File: config.mk
export PLATFORM = sky130hd
export DESIGN_NAME = j_latch_arb
export DESIGN_NICKNAME = d
export VERILOG_FILES = /design/src/rtl/j_latch_arb.sv
export SDC_FILE = /design/constraint.sdc
export NUM_CORES = 1
export LEC_CHECK = 0
export CAP_MARGIN = 20
export CORE_UTILIZATION = 34
export DETAILED_ROUTE_END_ITERATION = 10
export GPL_ROUTABILITY_DRIVEN = 0
export PLACE_DENSITY_LB_ADDON = 0.05
export SLEW_MARGIN = 10
export SYNTH_ARGS = -nofsm -noshare
export SYNTH_HDL_FRONTEND = slang
export SYNTH_SLANG_ARGS = --single-unit
File: constraint.sdc
create_clock -name sys_clk -period 3.1 [get_ports sys_clk]
set_input_delay 0.465 -clock sys_clk [delete_from_list [all_inputs] [get_ports sys_clk]]
set_output_delay 0.465 -clock sys_clk [all_outputs]
set_load 0.005 [all_outputs]
File: src/rtl/j_latch_arb.sv
// Round-robin arbiter that serialises requester writes into a bank of
// transparent latches with a setup / strobe / ack handshake.
module j_latch_arb #(
    parameter int NREQ = 3,
    parameter int AW   = 3,
    parameter int DW   = 16
) (
    input  logic                 sys_clk,
    input  logic                 resetl,
    input  logic [NREQ-1:0]      req,
    input  logic [NREQ*AW-1:0]   req_addr,
    input  logic [NREQ*DW-1:0]   req_data,
    output logic [NREQ-1:0]      ack,
    output logic [DW-1:0]        lat_d,
    output logic [(1<<AW)-1:0]   lat_en,
    output logic                 busy
);

    localparam int NL = 1 << AW;
    localparam int GW = (NREQ > 1) ? $clog2(NREQ) : 1;

    typedef enum logic [1:0] {
        S_IDLE,
        S_SETUP,
        S_STROBE,
        S_ACK
    } state_t;

    state_t          state;
    state_t          state_nx;
    logic [GW-1:0]   last;
    logic [GW-1:0]   cap_g;
    logic [GW-1:0]   sel;
    logic [AW-1:0]   cap_addr;
    logic [AW-1:0]   sel_addr;
    logic [DW-1:0]   sel_data;
    logic [NREQ-1:0] excl;
    logic [NREQ-1:0] elig;
    logic            found;
    int              idx;

    // excl masks the requester acked one cycle ago while it drops req
    always_comb begin
        elig  = req & ~excl;
        found = 1'b0;
        sel   = '0;
        idx   = 0;
        for (int k = 1; k <= NREQ; k++) begin
            idx = (int'(last) + k) % NREQ;
            if (!found && elig[idx]) begin
                found = 1'b1;
                sel   = GW'(idx);
            end
        end
        sel_addr = req_addr[int'(sel)*AW +: AW];
        sel_data = req_data[int'(sel)*DW +: DW];
    end

    always_comb begin
        state_nx = state;
        unique case (state)
            S_IDLE:   if (found) state_nx = S_SETUP;
            S_SETUP:  state_nx = S_STROBE;
            S_STROBE: state_nx = S_ACK;
            S_ACK:    state_nx = S_IDLE;
            default:  state_nx = S_IDLE;
        endcase
    end

    always_ff @(posedge sys_clk or negedge resetl) begin
        if (!resetl) state <= S_IDLE;
        else         state <= state_nx;
    end

    // lat_d doubles as the captured write data
    always_ff @(posedge sys_clk or negedge resetl) begin
        if (!resetl) begin
            last     <= GW'(NREQ - 1);
            cap_g    <= '0;
            cap_addr <= '0;
            lat_d    <= '0;
            lat_en   <= '0;
            ack      <= '0;
            busy     <= 1'b0;
            excl     <= '0;
        end else begin
            busy   <= (state_nx != S_IDLE);
            lat_en <= '0;
            ack    <= '0;
            excl   <= '0;
            unique case (state)
                S_IDLE: begin
                    if (found) begin
                        cap_g    <= sel;
                        cap_addr <= sel_addr;
                        lat_d    <= sel_data;
                    end
                end
                S_SETUP: lat_en <= NL'(1) << cap_addr;
                S_STROBE: begin
                    ack  <= NREQ'(1) << cap_g;
                    last <= cap_g;
                end
                S_ACK:   excl <= NREQ'(1) << cap_g;
                default: ;
            endcase
        end
    end

endmodule

==> impl_metrics.ini, run 1 <==
[timing]
setup_violations = 0
fmax_mhz = 354
rsz0062_at_grt = no
worstMarginPinSlew_ns = 0.877
maxSlewHeadroom = 0.416
min_period_over_period = 0.912
slew_viol_final = 0
tns_ns = 0
clock_skew_ns = 0.00626
fin_crit_ns = 2.83
hold_viol_final = 0

[synth]
ys_warn_count = 0
yosysSeqAreaShare = 0.486
synth_top_area_frac = 0.473
synth.area.top_cells = dfrtp_1 47%, a221o_1 9.2%, a22o_1 8.1%
ys_types = 36
syn-instance-count = 172
synth.largest_area_cell = dfrtp_1
synth_nets = 243
synth_area_sq_mm = 0.00206
ys_ff_latch = 40
syn_avg_cell_area_sq_um = 12.0

[hold_path]
hold_class = in -> async

[power_and_ir_drop]
ir_worst_vdd_uv = 391
power_density_mw_per_mm2 = 948
p_leak_nw = 1.29

[cts]
cts-root-buf = clkbuf_8
htreeDepth = 2
clkSinkCount = 40
insertion_delay_ns = 0.29
numCtsBuffers = 5
clock_path_buffers = 2
cts_tree = done
clkSlewWorstSetupHoldPaths_ns = 0.08
ctsResizeCount = 0

[cells_and_area]
nNetsFinal = 334
final_cell_mix = 88 x clkdlybuf4s50_1, 39 x dfrtp_1, 19 x a22o_1, 19 x a221o_1, 10 x nor2_1
syn2layout_area_growth_pct = 50.1
stdcell_count = 335
seq_area_sq_mm = 0.00100
fill_cells = 515
drive_gt1_frac = 0.0989
multiInputGateArea_sq_um = 965
layout_commonest_cell = clkdlybuf4s50_1
fin_area_sq_mm = 0.00309
fin_util = 0.545
diodes = 0

[floorplanning]
start_util = 0.363
ios = 90
die-area_sq_mm = 0.00638
core.rowCount = 27
die_x_um = 79.9
die_h_um = 79.9
coreArea_sq_mm = 0.00568

[critical_path]
rrSetupSlack_ns = 0.27
crit_path_end_kind = register
setup.worst_path.end = lat_d[1]
r2r-end = lat_d[1]
cp.arrival_ns = 3.00
start_kind = register
worstRegToRegCells = 8
cp.required_ns = 3.27
reg2reg_from = last[1]
crit_path_max_fanout = 19
startpoint = last[1]
path_class = reg -> reg

[global_route]
overflow = 0
grt_use_total = 0.172
top_usage_layer = met2
grt_max_degree = 41
use_met2 = 0.274
grt_use_met3 = 0.0663
grt_first_pass_wirelength_um = 8170
grt_pass1_vias = 1730
antenna_found_initial = 0
grtUsageMet1 = 0.210

[place]
place_inst = 327
dpl-instance-area_sq_mm = 0.00299
io_buffers = 89
hpwl_um = 3720

[job]
maxCapViolCount = 0

[routing]
detail-route-antenna-nets = 0
drc = 0
wl_um = 5160
dr.first_iter.drc_count = 51
vias_per_cell = 5.15
vias = 1724
first_pass_iters = 4
post_drt_wl_per_cell_um = 15.4

[run_status]
outcome = complete, no violations
==> cells by family after synthesis <==
| kind of cell | Yosys count | share of synthesized area |
|---|---|---|
| fa+ha+maj | 9 | 0.0546 |
| buf+inv | 14 | 0.0485 |
| compound gates | 58 | 0.253 |
| simple gates | 50 | 0.152 |
| flops | 40 | 0.486 |
| mux | 1 | 0.00546 |
==> cell type report <==
type                    instances  share of cell area
clock buffers                   5              0.0222
clock inverters                 2             0.00404
inverters                       6             0.00728
multi-input cells             118               0.312
flip-flops and latches         40               0.324
well taps                      72              0.0291
repair buffers                 92               0.302
==> power by group <==
group | switching (mW) | total (mW) | internal [mW]
combinational | 0.767 | 1.71 | 0.947
sequential | 0.141 | 0.883 | 0.743
clock | 0.183 | 0.336 | 0.152
total | 1.09 | 2.93 | 1.84
==> state kept, by name, indices dropped and copies added, names as in the netlist <==
| signal | flops |
|---|---|
| lat_en | 8 |
| excl | 3 |
| busy | 1 |
| cap_addr | 3 |
| last | 2 |
| lat_d | 16 |
| state | 2 |
| ack | 3 |
| cap_g | 2 |
==> worst max-delay path, cell delays in order (launching register included) <==
cell and delay [ns]:
dfstp_2 0.55, inv_1 0.07, ha_1 0.32, or4b_4 0.60
o31ai_4 0.10, nor2_2 0.05, a32o_1 0.47, a22o_1 0.28
a221o_1 0.26
==> cell usage after synthesis <==
cell / count
dfrtp_1: 39
nand2b_1: 6
inv_1: 6
nand2b_4: 2
nor3b_1: 7
o31ai_4: 1
or3_1: 1
nand3b_1: 1
a22oi_1: 1
o31ai_1: 2
nor3_1: 5
and3_1: 2
o21ai_0: 6
a32o_1: 1
buf_6: 6
a221o_1: 19
nor2_2: 2
nand2_1: 6
or2_2: 1
a41oi_1: 1
ha_1: 9
a211o_1: 1
nor2b_1: 2
or4b_1: 1
or3b_2: 1
buf_2: 2
a22o_1: 19
a311oi_4: 1
and2_2: 1
nor2_1: 10
dfstp_2: 1
or4b_4: 2
a21oi_2: 1
mux2_1: 1
o21ai_2: 1
a21oi_1: 4
==> per-stage QoR <==
stage / hold WS (ns) / total power, mW / setup WS, ns
4_1_cts: 0.329 / 2.94 / 0.0497
2_1_floorplan: 0.169 / 2.03 / 0.438
5_1_grt: 0.360 / 3.18 / 0.126
6_report: 0.284 / 2.93 / 0.273
3_3_place_gp: 0.480 / 2.59 / 0.0442
3_5_place_dp: 0.478 / 2.60 / 0.0218
==> per-layer routing <==
| metal | part of all wire | wire [um] |
|---|---|---|
| met1 | 0.44 | 2280 |
| met2 | 0.47 | 2430 |
| met3 | 0.074 | 379 |
| met4 | 0.012 | 63 |
| met5 | 0 | 0 |
==> worst min-delay path by stage <==
stage          startpoint   endpoint  slack (ns)  cells past startpoint
3_3_place_gp     cap_g[0]     ack[0]        0.48                      1
2_1_floorplan      resetl     ack[0]        0.17                      0
5_1_grt            resetl   lat_d[4]        0.36                      1
4_1_cts            resetl  lat_en[5]        0.33                      1
6_report           resetl  lat_d[10]        0.28                      1
3_5_place_dp     cap_g[0]    excl[0]        0.48                      1
==> timing repair <==
action | 4_1_cts | 5_1_grt
hold buffers | 0 | 0
endpoints found under the hold margin | 0 | 0
buffers inserted | 0 | 1
setup endpoints to repair | 0 | 19
Note: power is estimated with default switching activity, not from simulation.
==> run 2, diff against run 1 <==
CORE_UTILIZATION = 42   (was 34)
REMOVE_ABC_BUFFERS = 1   (was unset)
==> run 2 against run 1 <==
Compared with the run above:
- total power increased by 4.6%
- non-clock buffer count increased by 3
- sequential share of layout area decreased by 0.52 points
- fmax increased by 0.25%
- clock skew decreased by 0.0022 ns
- die area decreased by 19%
- wire length decreased by 5.8%
- hold slack improved by 0.010 ns
- cell area increased by 1.6%
- critical endpoint is now lat_d[4]
- largest power group unchanged
==> impl_metrics.ini, run 2 (synthesis results as in run 1) <==
[timing]
slew_viol_final = 0
rsz0062_at_grt = no
fin_ws_ns = 0.280
maxSlewHeadroom = 0.404
min_period_over_period = 0.910
setup_violations = 0
hold_viol_final = 0
fin_crit_ns = 2.82
clock_skew_ns = 0.00406
fmax_mhz = 355
worstMarginPinSlew_ns = 0.895

[cells_and_area]
largest_register_ffs = 16
drive_gt1_frac = 0.112
fin_area_sq_mm = 0.00314
final_cell_mix = 88 x clkdlybuf4s50_1, 39 x dfrtp_1, 19 x a22o_1, 19 x a221o_1, 10 x nor2_1
top_regs = lat_d: 16 flops, lat_en: 8 flops
diodes = 0
nNetsFinal = 337
syn2layout_area_growth_pct = 52.5
fill_cells = 374
layout_commonest_cell = clkdlybuf4s50_1
largest_register = lat_d

[cts]
numCtsBuffers = 5
cts_tree = done
clkSlewWorstSetupHoldPaths_ns = 0.08
ctsResizeCount = 0
clock_path_buffers = 2
htreeDepth = 2
cts-root-buf = clkbuf_8
clkSinkCount = 40
insertion_delay_ns = 0.29

[floorplanning]
die_h_um = 72.1
core.rowCount = 25
die-area_sq_mm = 0.00519
start_util = 0.437
coreArea_sq_mm = 0.00472
die_x_um = 72.1
ios = 90

[routing]
vias_per_cell = 5.25
wl_um = 4860
drc = 0
post_drt_wl_per_cell_um = 14.5
dr.first_iter.drc_count = 63
first_pass_iters = 4
vias = 1752
detail-route-antenna-nets = 0

[critical_path]
path_class = reg -> reg
worstRegToRegCells = 8
rrSetupSlack_ns = 0.28
cp.arrival_ns = 3.00
reg2reg_from = last[1]
crit_path_max_fanout = 19
cp.required_ns = 3.28
start_kind = register
r2r-end = lat_d[4]
crit_path_end_kind = register

[place]
dp_slack_ns = 0.0251
io_buffers = 89
dpl-instance-area_sq_mm = 0.00301
hpwl_um = 3450

[power_and_ir_drop]
p_leak_nw = 1.32
ir_worst_vdd_uv = 430
power_density_mw_per_mm2 = 976

[global_route]
grt_max_degree = 41
overflow = 0
grt_pass1_vias = 1637
grt_use_total = 0.196
antenna_found_initial = 0
grt_first_pass_wirelength_um = 7730

[job]
maxCapViolCount = 0

[hold_path]
hold_class = in -> async

[run_status]
outcome = complete, no violations
## run 2: cell count changes in the layout (fill, tap and decap cells not counted), sizes merged
| cell | before | now |
|---|---|---|
| buf | 4 | 7 |
| clkinv | 1 | 0 |
| bufinv | 0 | 1 |
| inv | 6 | 7 |
## run 2: final cells by class
cell class | instances | area [sq um] | area share
repair buffers | 95 | 956 | 0.304
well taps | 67 | 83.8 | 0.0267
clock inverters | 3 | 46.3 | 0.0147
inverters | 6 | 22.5 | 0.00716
clock buffers | 5 | 68.8 | 0.0219
multi-input cells | 118 | 965 | 0.307
flip-flops and latches | 40 | 1000 | 0.319
## run 2: power by group
group / internal [mW] / switching [mW] / total [mW]
clock network: 0.242 / 0.193 / 0.435
logic: 0.970 / 0.780 / 1.75
registers: 0.742 / 0.142 / 0.884
total: 1.95 / 1.11 / 3.07
## run 2: metrics by stage
step / total power, mW / setup TNS, ns / std cells / utilization / hold slack (ns)
2_1_floorplan: 1.94 / -1.90 / 164 / - / 0.169
3_3_place_gp: 2.60 / 0 / 325 / 0.637 / 0.484
3_5_place_dp: 2.62 / 0 / 325 / 0.637 / 0.475
4_1_cts: 3.07 / 0 / 333 / 0.661 / 0.310
5_1_grt: 3.30 / 0 / 334 / 0.666 / 0.366
6_report: 3.07 / 0 / 334 / 0.666 / 0.294
## run 2: worst max-delay path by stage
stage                 start     endpoint  slack, ns  depth (start not counted)
finish              last[1]     lat_d[4]       0.28                          8
global route        last[1]     lat_d[2]       0.14                          8
CTS                 last[1]    lat_d[14]       0.06                          8
detailed placement   req[2]     lat_d[2]       0.03                          7
global placement     req[2]     lat_d[3]       0.07                          7
floorplan           last[1]  cap_addr[0]       -0.1                          8
## run 2: critical path, cell delays in order (launching register included)
cell	delay (ns)
dfstp_2	0.55
inv_1	0.06
ha_1	0.32
or4b_4	0.60
o31ai_4	0.11
nor2_2	0.05
a32o_1	0.46
a22o_1	0.29
a221o_1	0.26
## run 2: what timing repair did
action / CTS / global route
hold buffers: 0 / 0
buffers inserted: 0 / 1
setup endpoints to repair: 0 / 19
## run 2: metal layers
layer	vias to the layer above	track usage	routed length (um)
met1	829	0.248	2160
met2	68	0.310	2270
met4	0	0.0610	50
li1	850	-	-
met3	5	0.0736	382
met5	-	0	0
